===== src/rtl/cmp_arbiter.sv =====
// cmp_arbiter: shares one compare unit between two valid/ready requesters.
// Port 0 is the branch unit, port 1 the ALU set-less-than path. Round-robin on
// ties, one operation in flight, registered response tagged with id and tag.
// Ports:
//   clk, rst              clock, synchronous active-high reset
//   reqN_valid_i/ready_o  request handshake (ready is combinational)
//   reqN_a_i, reqN_b_i    32-bit operands
//   reqN_fn_i, reqN_tag_i compare function and pass-through tag
//   flush_i               abort any in-flight operation
//   resp_*                registered response (valid/ready, id, tag, result)
module cmp_arbiter #(
    parameter int unsigned TAG_W = 4
) (
    input  logic             clk,
    input  logic             rst,
    input  logic             req0_valid_i,
    output logic             req0_ready_o,
    input  logic [31:0]      req0_a_i,
    input  logic [31:0]      req0_b_i,
    input  logic [2:0]       req0_fn_i,
    input  logic [TAG_W-1:0] req0_tag_i,
    input  logic             req1_valid_i,
    output logic             req1_ready_o,
    input  logic [31:0]      req1_a_i,
    input  logic [31:0]      req1_b_i,
    input  logic [2:0]       req1_fn_i,
    input  logic [TAG_W-1:0] req1_tag_i,
    input  logic             flush_i,
    output logic             resp_valid_o,
    input  logic             resp_ready_i,
    output logic             resp_id_o,
    output logic [TAG_W-1:0] resp_tag_o,
    output logic [31:0]      resp_result_o
);

    typedef enum logic [1:0] {
        IDLE = 2'd0,
        EXEC = 2'd1,
        RESP = 2'd2
    } state_t;

    state_t             state_q, state_d;
    logic               last_grant_q;
    logic [31:0]        op_a_q, op_b_q;
    logic [2:0]         op_fn_q;
    logic [TAG_W-1:0]   op_tag_q;
    logic               op_id_q;

    logic               grant_id;
    logic               accept;
    logic               resp_hs;
    logic [32:0]        diff;
    logic               flag_c, flag_z, flag_n, flag_v;
    logic               cmp_bit;

    // Arbitration: only in IDLE, never during flush or reset; ties go to the
    // requester that was not granted last.
    always_comb begin
        grant_id     = 1'b0;
        accept       = 1'b0;
        req0_ready_o = 1'b0;
        req1_ready_o = 1'b0;
        if (state_q == IDLE && !flush_i && !rst) begin
            if (req0_valid_i && req1_valid_i) begin
                grant_id = ~last_grant_q;
            end else begin
                grant_id = req1_valid_i;
            end
            accept       = req0_valid_i | req1_valid_i;
            req0_ready_o = accept & ~grant_id;
            req1_ready_o = accept & grant_id;
        end
    end

    assign resp_hs = resp_valid_o & resp_ready_i;

    // Next-state logic; flush wins over every transition.
    always_comb begin
        state_d = state_q;
        case (state_q)
            IDLE:    if (accept) state_d = EXEC;
            EXEC:    state_d = RESP;
            RESP:    if (resp_hs) state_d = IDLE;
            default: state_d = IDLE;
        endcase
        if (flush_i) begin
            state_d = IDLE;
        end
    end

    // Compare unit: flags from a - b computed as a + ~b + 1 (C = no borrow).
    always_comb begin
        diff    = {1'b0, op_a_q} + {1'b0, ~op_b_q} + 33'd1;
        flag_c  = diff[32];
        flag_z  = (diff[31:0] == 32'd0);
        flag_n  = diff[31];
        flag_v  = (op_a_q[31] ^ op_b_q[31]) & (diff[31] ^ op_a_q[31]);
        cmp_bit = 1'b0;
        case (op_fn_q)
            3'b000:  cmp_bit = flag_z;
            3'b001:  cmp_bit = ~flag_z;
            3'b010:  cmp_bit = ~(flag_n ^ flag_v);
            3'b011:  cmp_bit = flag_n;
            3'b100:  cmp_bit = flag_c & ~flag_z;
            3'b101:  cmp_bit = ~flag_c;
            3'b110:  cmp_bit = flag_c;
            default: cmp_bit = flag_v;
        endcase
    end

    // State, operand and response registers.
    always_ff @(posedge clk) begin
        if (rst) begin
            state_q       <= IDLE;
            last_grant_q  <= 1'b1;
            op_a_q        <= 32'd0;
            op_b_q        <= 32'd0;
            op_fn_q       <= 3'd0;
            op_tag_q      <= '0;
            op_id_q       <= 1'b0;
            resp_valid_o  <= 1'b0;
            resp_id_o     <= 1'b0;
            resp_tag_o    <= '0;
            resp_result_o <= 32'd0;
        end else begin
            state_q <= state_d;
            if (accept) begin
                op_a_q       <= grant_id ? req1_a_i   : req0_a_i;
                op_b_q       <= grant_id ? req1_b_i   : req0_b_i;
                op_fn_q      <= grant_id ? req1_fn_i  : req0_fn_i;
                op_tag_q     <= grant_id ? req1_tag_i : req0_tag_i;
                op_id_q      <= grant_id;
                last_grant_q <= grant_id;
            end
            if (flush_i) begin
                resp_valid_o <= 1'b0;
            end else if (state_q == EXEC) begin
                resp_valid_o  <= 1'b1;
                resp_id_o     <= op_id_q;
                resp_tag_o    <= op_tag_q;
                resp_result_o <= {31'd0, cmp_bit};
            end else if (resp_hs) begin
                resp_valid_o <= 1'b0;
            end
        end
    end

endmodule

===== config.mk =====
export PLATFORM = sky130hd
export DESIGN_NAME = cmp_arbiter
export DESIGN_NICKNAME = d
export VERILOG_FILES = /design/src/rtl/cmp_arbiter.sv
export SDC_FILE = /design/constraint.sdc
export NUM_CORES = 1
export LEC_CHECK = 0
export ABC_AREA = 1
export BUFFER_PORTS_ARGS = -buffer_cell sky130_fd_sc_hd__buf_2
export CAP_MARGIN = 15
export CORE_UTILIZATION = 50
export DETAILED_ROUTE_END_ITERATION = 12
export PLACE_DENSITY_LB_ADDON = 0.08
export SYNTH_ARGS = -nofsm -noshare
export SYNTH_HDL_FRONTEND = slang
export SYNTH_SLANG_ARGS = --single-unit

===== constraint.sdc =====
create_clock -name clk -period 5.9 [get_ports clk]
set_input_delay 0.59 -clock clk [delete_from_list [all_inputs] [get_ports clk]]
set_output_delay 0.59 -clock clk [all_outputs]
set_load 0.02 [all_outputs]

# ---- Word-level counts from Yosys, hierarchy flattened
# Cells that the tools add are included.
dict set report totals {
  romBits 0
  latchBits 0
  mem_count 0
  out_inout_bits 40
  input_bits 148
  ram_bits 0
  regBits 82
}
dict set report classes {
  addsub 2
  reduce_logical 12
  div 0
  n_shift 0
  bitwise_logic 16
  n_eq_ne 10
  n_mul 0
  magnitude_cmp 0
  n_mux 16
}
# cell n
set ops {}
lappend ops {{two-way mux 32 bit} 2}
lappend ops {{adder 32 x 32 -> 33 bit} 1}
lappend ops {{adder 33 x 1 -> 33 bit, second input constant} 1}
lappend ops {{logical NOT 32 bit} 1}
lappend ops {{inverter 32 bit} 1}
lappend ops {{== test 3 bit, second input constant} 3}
lappend ops {{two-way mux 1 bit} 8}
lappend ops {{case mux 1 bit (7 select lines)} 1}
lappend ops {{== test 3 x 2 -> 1 bit, second input constant} 2}
lappend ops {{inverter 1 bit} 6}
lappend ops {{case mux 2 bit (3 select lines)} 1}
lappend ops {{bitwise AND 1 bit} 5}
lappend ops {{two-way mux 2 bit} 2}
lappend ops {{two-way mux 4 bit} 1}
lappend ops {{!= test 2 bit, second input constant} 2}
lappend ops {{AND reduction 2 bit} 2}
lappend ops {{== test 3 x 1 -> 1 bit, second input constant} 1}
lappend ops {{logical AND 1 bit} 3}
lappend ops {{logical NOT 3 bit} 1}
lappend ops {{two-way mux 3 bit} 1}
lappend ops {{XOR 1 bit} 3}
lappend ops {{== test 2 x 1 -> 1 bit, second input constant} 1}
lappend ops {{== test 2 bit, second input constant} 1}
lappend ops {{logical NOT 1 bit} 2}
lappend ops {{other kinds (4)} 4}

# ---- Depth between registers and ports, before layout
# Gate-level depths: netlist of run 1.
dict set report logic_depth {
  depth_word 8
  ltp_mapped 30
}

# ---- Least setup slack after synthesis of run 1
# No wires, ideal clock.
dict set report synth_timing {
  path_type {register to register}
  from {register op_b_q[11]}
  to {register resp_result_o[0]}
  slack_ns 2.565
  path_stages_with_launch 29
  t_arrival_ns 3.216
  path_cell_list {dfxtp_1 inv_1 ha_1 nand2_1 nor2_2 inv_1 nor3_1 nand2_1 nand2_2 nand3_1 nand2_1 a21oi_1 o21ba_2 fa_1 nand3_1 a21oi_1 nand3_1 nor2_1 nand2_1 nor2_1 nand3_1 nor2_1 nand3_1 nor2_1 nand2_1 nand2_1 nand2_1 nor2_1 a21oi_1}
}
dict set report synth_between {
  elab_chain_cells 8
  word_cells_on_any_way 12
  classes_between {add/sub: 2; mux: 1; bitwise: 8; reduce/logical: 1}
}
# item line
set synth_rtl {}
lappend synth_rtl {{from (decl)} 44} ;# logic [31:0] op_a_q, op_b_q;
lappend synth_rtl {{from (signal assigned)} 129} ;# op_b_q <= grant_id ? req1_b_i : req0_b_i;
lappend synth_rtl {{inverter 32 bit *} 93} ;# diff = {1'b0, op_a_q} + {1'b0, ~op_b_q} + 33'd1;
lappend synth_rtl {{adder 32 x 32 -> 33 bit *} 93}
lappend synth_rtl {{adder 33 x 1 -> 33 bit *} 93}
lappend synth_rtl {{branches (longest 4 deep; another with logical NOT 32 bit)} -}
lappend synth_rtl {{case mux 1 bit (7 select lines) *} 99} ;# case (op_fn_q)
lappend synth_rtl {{to (signal assigned)} 141} ;# resp_result_o <= {31'd0, cmp_bit};
lappend synth_rtl {{to (decl)} 33} ;# output logic [31:0] resp_result_o
# Every way passes the cells marked *.
# A chain may end at the register's enable or synchronous reset.

# ---- Worst setup path after layout of run 1
dict set report layout_timing {
  from {register op_b_q[9]}
  to {register resp_result_o[0]}
}
# Same word-level chain as after synthesis.

==> results of run 1 <==
state kept, by name, indices dropped and copies added (netlist names):
signal,flops
op_a_q,32
op_b_q,32
op_tag_q,4
resp_tag_o,4
op_fn_q,3
state_q,2
last_grant_q,1
op_id_q,1
resp_id_o,1
resp_result_o,1
resp_valid_o,1
layout by cell type, fill, tap and decap left out, drive strengths merged, types with 4 or more instances in the layout:
cell type	instances
o22ai	72
nor2	95
nand3b	4
ha	32
nand4	10
dfxtp	82
buf	160
o21ai	89
conb	31
inv	156
nor3	8
nand3	60
clkbuf	11
a21oi	105
nand2	245
where the power goes:
part | total [mW] | switching [mW] | internal [mW]
Sequential | 0.611 | 0.0208 | 0.590
Combinational | 0.852 | 0.567 | 0.286
Clock | 0.544 | 0.240 | 0.304
Total | 2.01 | 0.828 | 1.18
layout make-up:
type	count	area share, %
Multi-Input combinational cell	765	52.1
Sequential cell	82	22.3
Timing Repair Buffer	160	11.0
Inverter	154	7.87
Clock buffer	11	3.30
Tap cell	168	2.86
Clock inverter	5	0.612
kinds of logic (layout without fill, tap and decap cells):
group / after synthesis / after routing / share of synthesized area, %
xor+xnor: 3 / 3 / 0.417
flops: 82 / 82 / 26.0
buf+inv: 222 / 330 / 15.1
compound gates: 271 / 271 / 23.2
other cells: 1 / 31 / 0.0595
fa+ha+maj: 34 / 34 / 6.99
simple gates: 426 / 426 / 28.2
how the worst max path moves through the flow:
stage	startpoint	end	slack (ps)	cells after the start
after floorplan	op_b_q[11]$_SDFFE_PP0P_	resp_result_o[0]$_SDFFE_PP0P_	2560	28
after global placement	op_b_q[9]$_SDFFE_PP0P_	resp_result_o[0]$_SDFFE_PP0P_	2240	28
after detailed placement	op_b_q[2]$_SDFFE_PP0P_	resp_result_o[0]$_SDFFE_PP0P_	2110	30
after CTS	op_b_q[9]$_SDFFE_PP0P_	resp_result_o[0]$_SDFFE_PP0P_	2090	28
after global routing	op_b_q[12]$_SDFFE_PP0P_	resp_result_o[0]$_SDFFE_PP0P_	1550	28
final	op_b_q[9]$_SDFFE_PP0P_	resp_result_o[0]$_SDFFE_PP0P_	2040	28
through the flow:
stage | instance area [µm²] | power, mW | hold slack (ps)
global route | 7360 | 2.16 | 427
CTS | 7360 | 2.00 | 420
global placement | 7070 | 1.46 | 449
finish | 7360 | 2.01 | 425
floorplan | 6410 | 1.24 | 429
detailed placement | 7070 | 1.46 | 454
layer usage:
metal	GRT usage [%]	share of wire, %	wire [µm]
met1	45.7	49	9310
met2	45.4	42	7870
met3	4.24	7.4	1390
met4	7.10	1.3	251
met5	0	0	0
==> flow_metrics.env, run 1 <==
export IMPL_grt_pass1_wl_um=30900
export IMPL_hold_depth=2
export IMPL_cts_root_buf="clkbuf_16"
export IMPL_synth_edf_count=0
export IMPL_area_growth_pct=16.8
export IMPL_critPathCaptureType="flop"
export IMPL_slew_viol_final=0
export IMPL_drive_gt1_share_pct=16.3
export IMPL_clk_latency_ps=340
export IMPL_avgSynthCellArea_um2=6.07
export IMPL_ir_worst_vdd_mv=0.153
export IMPL_setup_ws_ps=2040
export IMPL_post_place_ws_ps=2110
export IMPL_antenna_found_initial=0
export IMPL_ys_warn_count=0
export IMPL_powerDensity_nw_per_um2=273
export IMPL_synth_top_area_share_pct=26.0
export IMPL_core_area_um2=12200
export IMPL_setup_violations=0
export IMPL_drt_iter0_drc=519
export IMPL_final_hold_viol_count=0
export IMPL_fp_dieW_um=114
export IMPL_worst_pin_slew_ps=717
export IMPL_rsz0062_at_grt="no"
export IMPL_drt_pass1_iter_count=5
export IMPL_cts_resized=0
export IMPL_antenna_cells=0
export IMPL_r2r_cells=28
export IMPL_cts_buffers=9
export IMPL_final_cells=1345
export IMPL_r2r_start="op_b_q[9]$_SDFFE_PP0P_"
export IMPL_grt_max_degree=79
export IMPL_yosysSeqAreaShare_pct=26.0
export IMPL_num_io_pins=188
export IMPL_avgRoutedWirePerCell_um=14.0
export IMPL_arrival_ps=4090
export IMPL_synthCells=1039
export IMPL_clk_pin_slew_worst_paths_ps=70
export IMPL_multi_input_area_um2=3830
export IMPL_track_usage_pct=30.4
export IMPL_port_buffers=156
export IMPL_seqCellArea_um2=1640
export IMPL_cts_tree="yes"
export IMPL_wl_um=18800
export IMPL_status="completed"
export IMPL_post_cts_setup_buffers=0
export IMPL_timing_critical_path_mode_cell="nand2_1"
export IMPL_drtAntennaViolNets=0
export IMPL_dp_hpwl_um=15200
export IMPL_slew_headroom_pct=52.1
export IMPL_start_kind="flop"
export IMPL_fin_nets=1354
export IMPL_min_period_over_period_pct=65.3
export IMPL_gp_congestion=0.979
export IMPL_dieHeight_um=114
export IMPL_placed_cells=1329
export IMPL_cts_sinks=82
export IMPL_critPathSlowestCell="fa_1"
export IMPL_cap_violations=0
export IMPL_whs_endpoint="op_id_q$_SDFFE_PP0P_"
export IMPL_worstSetupPathType="flop to flop"
export IMPL_netlist_area_um2=6300
export IMPL_min_period_ps=3860
export IMPL_synth_flop_cell="dfxtp_1"
export IMPL_slowest_delay_ps=560
export IMPL_initial_core_util_pct=51.8
export IMPL_ys_types=34
export IMPL_reg2reg_slack_ps=2040
export IMPL_crit_family="simple AND/OR/NAND/NOR gates"
export IMPL_reg2reg_to="resp_result_o[0]$_SDFFE_PP0P_"
export IMPL_finClkSkew_ps=7.89
export IMPL_cts_htree_levels=3
export IMPL_synth_top_cell_by_area="dfxtp_1"
export IMPL_synthTopCellsByCount="240 x nand2_1, 153 x inv_1, 105 x a21oi_1, 92 x nor2_1, 88 x o21ai_0"
export IMPL_rows=40
export IMPL_cp_num_buf_inv=2
export IMPL_grt_pass1_vias=6290
export IMPL_via_per_inst=5.19
export IMPL_finalCoreUtilization_pct=60.5
export IMPL_die_area_um2=13100
export IMPL_cp_required_ps=6140
export IMPL_async_flop_share_pct=0
export IMPL_vias=6980
export IMPL_holdCritPathClass="input port to flop"
export IMPL_max_freq_mhz=259
export IMPL_ys_ff_latch=82
export IMPL_p_leak_nw=3.92
export IMPL_synth_area_leaders="dfxtp_1 26%, nand2_1 14%, inv_1 9.1%, a21oi_1 8.3%, o22ai_1 7.1%"
export IMPL_postCtsHoldBufs=0
export IMPL_yosysMostFrequentCell="nand2_1"
export IMPL_cp_max_fo=5
export IMPL_grt_ovfl_total=0
export IMPL_cts_buffer_depth=2
export IMPL_tns_ps=0
export IMPL_min_delay_start="rst"
export IMPL_fill_cells=1292
export IMPL_drc=0
Power figures use the tool's default switching activity.
==> run 2: changes to the inputs <==
- CORE_UTILIZATION: 50 -> 48
- clock period: 5.9 -> 3.2 ns (I/O delays scaled with it)
==> flow_metrics.env, run 2 (synthesis results as in run 1) <==
export IMPL_status="finished with violations"
export IMPL_violations="negative setup slack"
export IMPL_avgRoutedWirePerCell_um=13.8
export IMPL_start_kind="flop"
export IMPL_drtAntennaViolNets=0
export IMPL_wl_um=19800
export IMPL_slew_headroom_pct=54.7
export IMPL_setup_violations=1
export IMPL_ir_worst_vdd_mv=0.272
export IMPL_critPathCaptureType="flop"
export IMPL_critPathCapture="resp_result_o[0]$_SDFFE_PP0P_"
export IMPL_fin_nets=1441
export IMPL_fp_dieW_um=117
export IMPL_drive_gt1_share_pct=25.8
export IMPL_cts_tree="yes"
export IMPL_seqCellArea_um2=1650
export IMPL_rows=41
export IMPL_cts_root_buf="clkbuf_16"
export IMPL_antenna_cells=0
export IMPL_min_period_over_period_pct=110
export IMPL_slowest_delay_ps=540
export IMPL_initial_core_util_pct=49.5
export IMPL_r2r_cells=28
export IMPL_setup_ws_ps=-316
export IMPL_reg2reg_slack_ps=-320
export IMPL_dp_hpwl_um=15800
export IMPL_worstSetupPathType="flop to flop"
export IMPL_clk_pin_slew_worst_paths_ps=70
export IMPL_grt_ovfl_total=0
export IMPL_rsz0062_at_grt="yes"
export IMPL_reg2reg_to="resp_result_o[0]$_SDFFE_PP0P_"
export IMPL_r2r_start="op_b_q[1]$_SDFFE_PP0P_"
export IMPL_powerDensity_nw_per_um2=501
export IMPL_slew_viol_final=0
export IMPL_postCtsHoldBufs=0
export IMPL_port_buffers=156
export IMPL_via_per_inst=5.08
export IMPL_worst_pin_slew_ps=680
export IMPL_critPathSlowestCell="fa_1"
export IMPL_drt_pass1_iter_count=5
export IMPL_dieHeight_um=117
export IMPL_worst_hold_slack_ps=186
export IMPL_fill_cells=1263
export IMPL_multi_input_area_um2=4070
export IMPL_min_period_ps=3520
export IMPL_gp_congestion=0.959
export IMPL_final_hold_viol_count=0
export IMPL_drc=0
export IMPL_clk_latency_ps=340
export IMPL_cts_htree_levels=3
export IMPL_drt_iter0_drc=501
export IMPL_die_area_um2=13600
export IMPL_track_usage_pct=29.9
export IMPL_grt_pass1_vias=6488
export IMPL_arrival_ps=3740
export IMPL_timing_critical_path_mode_cell="nand2_2"
export IMPL_final_cell_mix="226 x nand2_1, 156 x buf_2, 147 x inv_1"
export IMPL_cp_required_ps=3430
export IMPL_cts_sinks=82
export IMPL_max_freq_mhz=284
export IMPL_vias=7302
export IMPL_cp_max_fo=3
export IMPL_num_io_pins=188
export IMPL_core_area_um2=12700
export IMPL_antenna_found_initial=0
export IMPL_final_cells=1436
export IMPL_grt_pass1_wl_um=31300
export IMPL_holdCritPathClass="input port to flop"
export IMPL_placed_cells=1407
export IMPL_area_growth_pct=31.9
export IMPL_p_leak_nw=4.38
export IMPL_critPathLaunch="op_b_q[1]$_SDFFE_PP0P_"
export IMPL_cts_buffers=9
export IMPL_finClkSkew_ps=10.0
export IMPL_cap_violations=0
export IMPL_top_regs="op_a_q: 32 flops, op_b_q: 32 flops"
export IMPL_final_common_cell="nand2_1"
export IMPL_grt_max_degree=82
export IMPL_cts_buffer_depth=2
## run 2: changes by cell type in the layout (fill, tap and decap cells not counted), sizes merged
cell    previous run  this run
clkinv             2         3
inv              156       154
buf              160       247
clkbuf            11        10
bufinv             0         2
## run 2: timing repair
item / in CTS / in global routing
hold endpoints to repair: 0 / 0
setup endpoints to repair: 1 / 1
gates resized for setup: 20 / 27
pin swaps: 8 / 21
buffers inserted: 11 / 2
## run 2: power by group
group          switching [mW]  total [mW]  internal [mW]  leakage [nW]
sequential             0.0466        1.14           1.09         0.675
clock                   0.415        1.10          0.686         0.153
combinational            1.14        1.93          0.790          3.55
## run 2: worst max-delay path: cells and delay by family (launching register included)
family                   cells  cell delay (ps)
flip-flops                   1              340
AND/OR/NAND/NOR             21             1690
buffers and inverters        1               60
AO/OA/AOI/OAI                4              470
adder cells (fa/ha/maj)      2              850
## run 2: worst min-delay path by stage
stage / from / endpoint / slack (ps) / cells past startpoint
3_3_place_gp: last_grant_q$_SDFFE_PP1P_ / last_grant_q$_SDFFE_PP1P_ / 450 / 2
6_report: rst / op_id_q$_SDFFE_PP0P_ / 190 / 2
3_5_place_dp: op_id_q$_SDFFE_PP0P_ / op_id_q$_SDFFE_PP0P_ / 460 / 2
2_1_floorplan: rst / op_id_q$_SDFFE_PP0P_ / 390 / 1
4_1_cts: rst / op_id_q$_SDFFE_PP0P_ / 170 / 2
5_1_grt: rst / op_id_q$_SDFFE_PP0P_ / 190 / 2
## run 2: per-stage QoR
stage               setup slack, ps  power [mW]  utilization (%)  TNS (ps)  area (µm²)
floorplan                     -77.7        2.30                -     -77.7        6480
global placement               -287        2.89             60.7      -287        7720
detailed placement             -366        2.90             60.7      -366        7720
CTS                            -284        4.09             64.4      -284        8190
global route                   -683        4.45             65.4      -683        8310
finish                         -316        4.17             65.4      -316        8310
## run 2: final cells by class
cell class	instances	share of cell area, %
clock buffer	10	2.75
inverter	154	6.97
sequential	82	19.8
clock inverter	6	1.08
multi-input combinational	765	48.9
timing repair buffer	247	17.8
tap	172	2.59
## run 2: metal layers
| metal | GRT usage [%] | wire [µm] |
|---|---|---|
| met1 | 43.6 | 9890 |
| met2 | 46.9 | 8500 |
| met3 | 3.58 | 1170 |
| met4 | 6.75 | 195 |
| met5 | 0 | 0 |
==> run 3: changes to the inputs <==
- CORE_UTILIZATION: 48 -> 50
- CTS_CLUSTER_SIZE: not set -> 25
- clock period: 3.2 -> 3.7 ns (I/O delays scaled with it)
==> flow_metrics.env, run 3 (synthesis results as in run 1) <==
export IMPL_status="completed"
export IMPL_slowest_delay_ps=550
export IMPL_max_freq_mhz=284
export IMPL_critPathCaptureType="flop"
export IMPL_via_per_inst=5.20
export IMPL_critPathSlowestCell="fa_1"
export IMPL_grt_use_met1_pct=46.3
export IMPL_grt_use_met3_pct=4.18
export IMPL_cap_violations=0
export IMPL_worst_pin_slew_ps=670
export IMPL_arrival_ps=3760
export IMPL_antenna_found_initial=0
export IMPL_start_kind="flop"
export IMPL_drt_pass1_iter_count=6
export IMPL_slew_viol_final=0
export IMPL_cts_buffer_depth=2
export IMPL_dp_hpwl_um=15200
export IMPL_worstSetupPathType="flop to flop"
export IMPL_cts_root_buf="clkbuf_16"
export IMPL_avgRoutedWirePerCell_um=14.1
export IMPL_holdCritPathClass="input port to flop"
export IMPL_reg2reg_slack_ps=180
export IMPL_core_area_um2=12200
export IMPL_final_hold_viol_count=0
export IMPL_die_area_um2=13100
export IMPL_grt_max_degree=144
export IMPL_dieHeight_um=114
export IMPL_vias=7115
export IMPL_setup_violations=0
export IMPL_timing_critical_path_mode_cell="nor2_1"
export IMPL_cts_buffers=9
export IMPL_clk_latency_ps=340
export IMPL_min_period_over_period_pct=95.2
export IMPL_drive_gt1_share_pct=22.7
export IMPL_finClkSkew_ps=7.82
export IMPL_grt_ovfl_total=0
export IMPL_initial_core_util_pct=51.8
export IMPL_clk_pin_slew_worst_paths_ps=60
export IMPL_groute_layer_met2_usage_pct=43.2
export IMPL_fin_nets=1378
export IMPL_slew_headroom_pct=55.4
export IMPL_fp_dieW_um=114
export IMPL_p_leak_nw=4.05
export IMPL_powerDensity_nw_per_um2=421
export IMPL_tns_ps=0
export IMPL_fill_cells=1258
export IMPL_min_period_ps=3520
export IMPL_cp_max_fo=4
export IMPL_power_mw=3.32
export IMPL_netSwitchingFraction_pct=40.5
export IMPL_grt_busiest_layer="met1"
export IMPL_rsz0062_at_grt="yes"
export IMPL_clkPwrFrac_pct=24.7
export IMPL_drtAntennaViolNets=0
export IMPL_cts_htree_levels=3
export IMPL_p_comb_share_pct=45.7
export IMPL_seqPwrFrac_pct=29.6
export IMPL_intPower_mw=1.97
export IMPL_port_buffers=156
export IMPL_num_io_pins=188
export IMPL_cts_sinks=82
export IMPL_antenna_cells=0
export IMPL_cts_tree="yes"
export IMPL_ir_worst_vdd_mv=0.251
export IMPL_switchingPower_mw=1.34
export IMPL_wl_um=19300
export IMPL_track_usage_pct=30.1
export IMPL_area_growth_pct=25.0
export IMPL_drt_iter0_drc=542
export IMPL_drc=0
export IMPL_cp_required_ps=3940
export IMPL_final_cell_mix="220 x nand2_1, 156 x buf_2, 150 x inv_1"
export IMPL_grt_pass1_wl_um=30600
export IMPL_rows=40
export IMPL_final_common_cell="nand2_1"
export IMPL_grt_pass1_vias=6250
export IMPL_top_regs="op_a_q: 32 flops, op_b_q: 32 flops"
export IMPL_gp_congestion=0.948
-- run 3: cell count changes in the layout (fill, tap and decap cells not counted), moves of 3 or more --
cell and change:
ha_1 -7, buf_4 -63, inv_2 -3, ha_4 +5
inv_1 +3, nand2_1 -6, nand2_2 +6
-- run 3: cell type report --
class | instances | area (µm²) | share of cell area [%]
clock inverters | 4 | 28.8 | 0.365
flip-flops and latches | 82 | 1650 | 20.9
multi-input cells | 765 | 4160 | 52.8
well taps | 168 | 210 | 2.67
repair buffers | 184 | 1010 | 12.8
inverters | 154 | 579 | 7.35
clock buffers | 11 | 243 | 3.08
-- run 3: path summary, 6_finish.rpt --
kind | startpoint | end | cells after the start
setup / recovery | op_b_q[9]$_SDFFE_PP0P_ | resp_result_o[0]$_SDFFE_PP0P_ | 28
hold / removal | rst | op_id_q$_SDFFE_PP0P_ | 2
setup reg to reg | op_b_q[9]$_SDFFE_PP0P_ | resp_result_o[0]$_SDFFE_PP0P_ | 28
hold reg to reg | last_grant_q$_SDFFE_PP1P_ | last_grant_q$_SDFFE_PP1P_ | 2
-- run 3: metal layers --
metal	wire, µm	up-vias
li1	-	3694
met1	9310	3097
met2	7970	299
met3	1670	25
met4	308	0
met5	0	-
-- run 3: worst max-delay path, delay by kind of cell (launching register included) --
kind	cells	cell delay (ps)
buffers and inverters	2	110
flip-flops	1	320
AO/OA/AOI/OAI	4	490
adder cells (fa/ha/maj)	2	840
AND/OR/NAND/NOR	20	1660
-- run 3: through the flow --
| stage | hold WS (ps) | worst slack, ps | area, µm² | cells | utilization, % |
|---|---|---|---|---|---|
| floorplan | 429 | 365 | 6410 | 1069 | - |
| global placement | 449 | 144 | 7210 | 1346 | 59.3 |
| detailed placement | 462 | 24.5 | 7210 | 1346 | 59.3 |
| CTS | 197 | 25.7 | 7490 | 1361 | 61.6 |
| global route | 214 | -114 | 7880 | 1368 | 64.8 |
| finish | 205 | 177 | 7880 | 1368 | 64.8 |
-- run 3: power groups by stage --
stage / Sequential (mW) / Clock (mW) / Combinational, mW
2_1_floorplan: 0.987 / 0 / 0.991
3_3_place_gp: 0.991 / 0 / 1.37
3_5_place_dp: 0.992 / 0 / 1.37
4_1_cts: 0.974 / 0.833 / 1.37
5_1_grt: 0.988 / 0.870 / 1.70
6_report: 0.982 / 0.819 / 1.52
-- run 3: what timing repair did --
action	4_1_cts	5_1_grt
buffers inserted	0	7
hold buffers	0	0
setup endpoints to repair	0	1
resized for setup	0	72
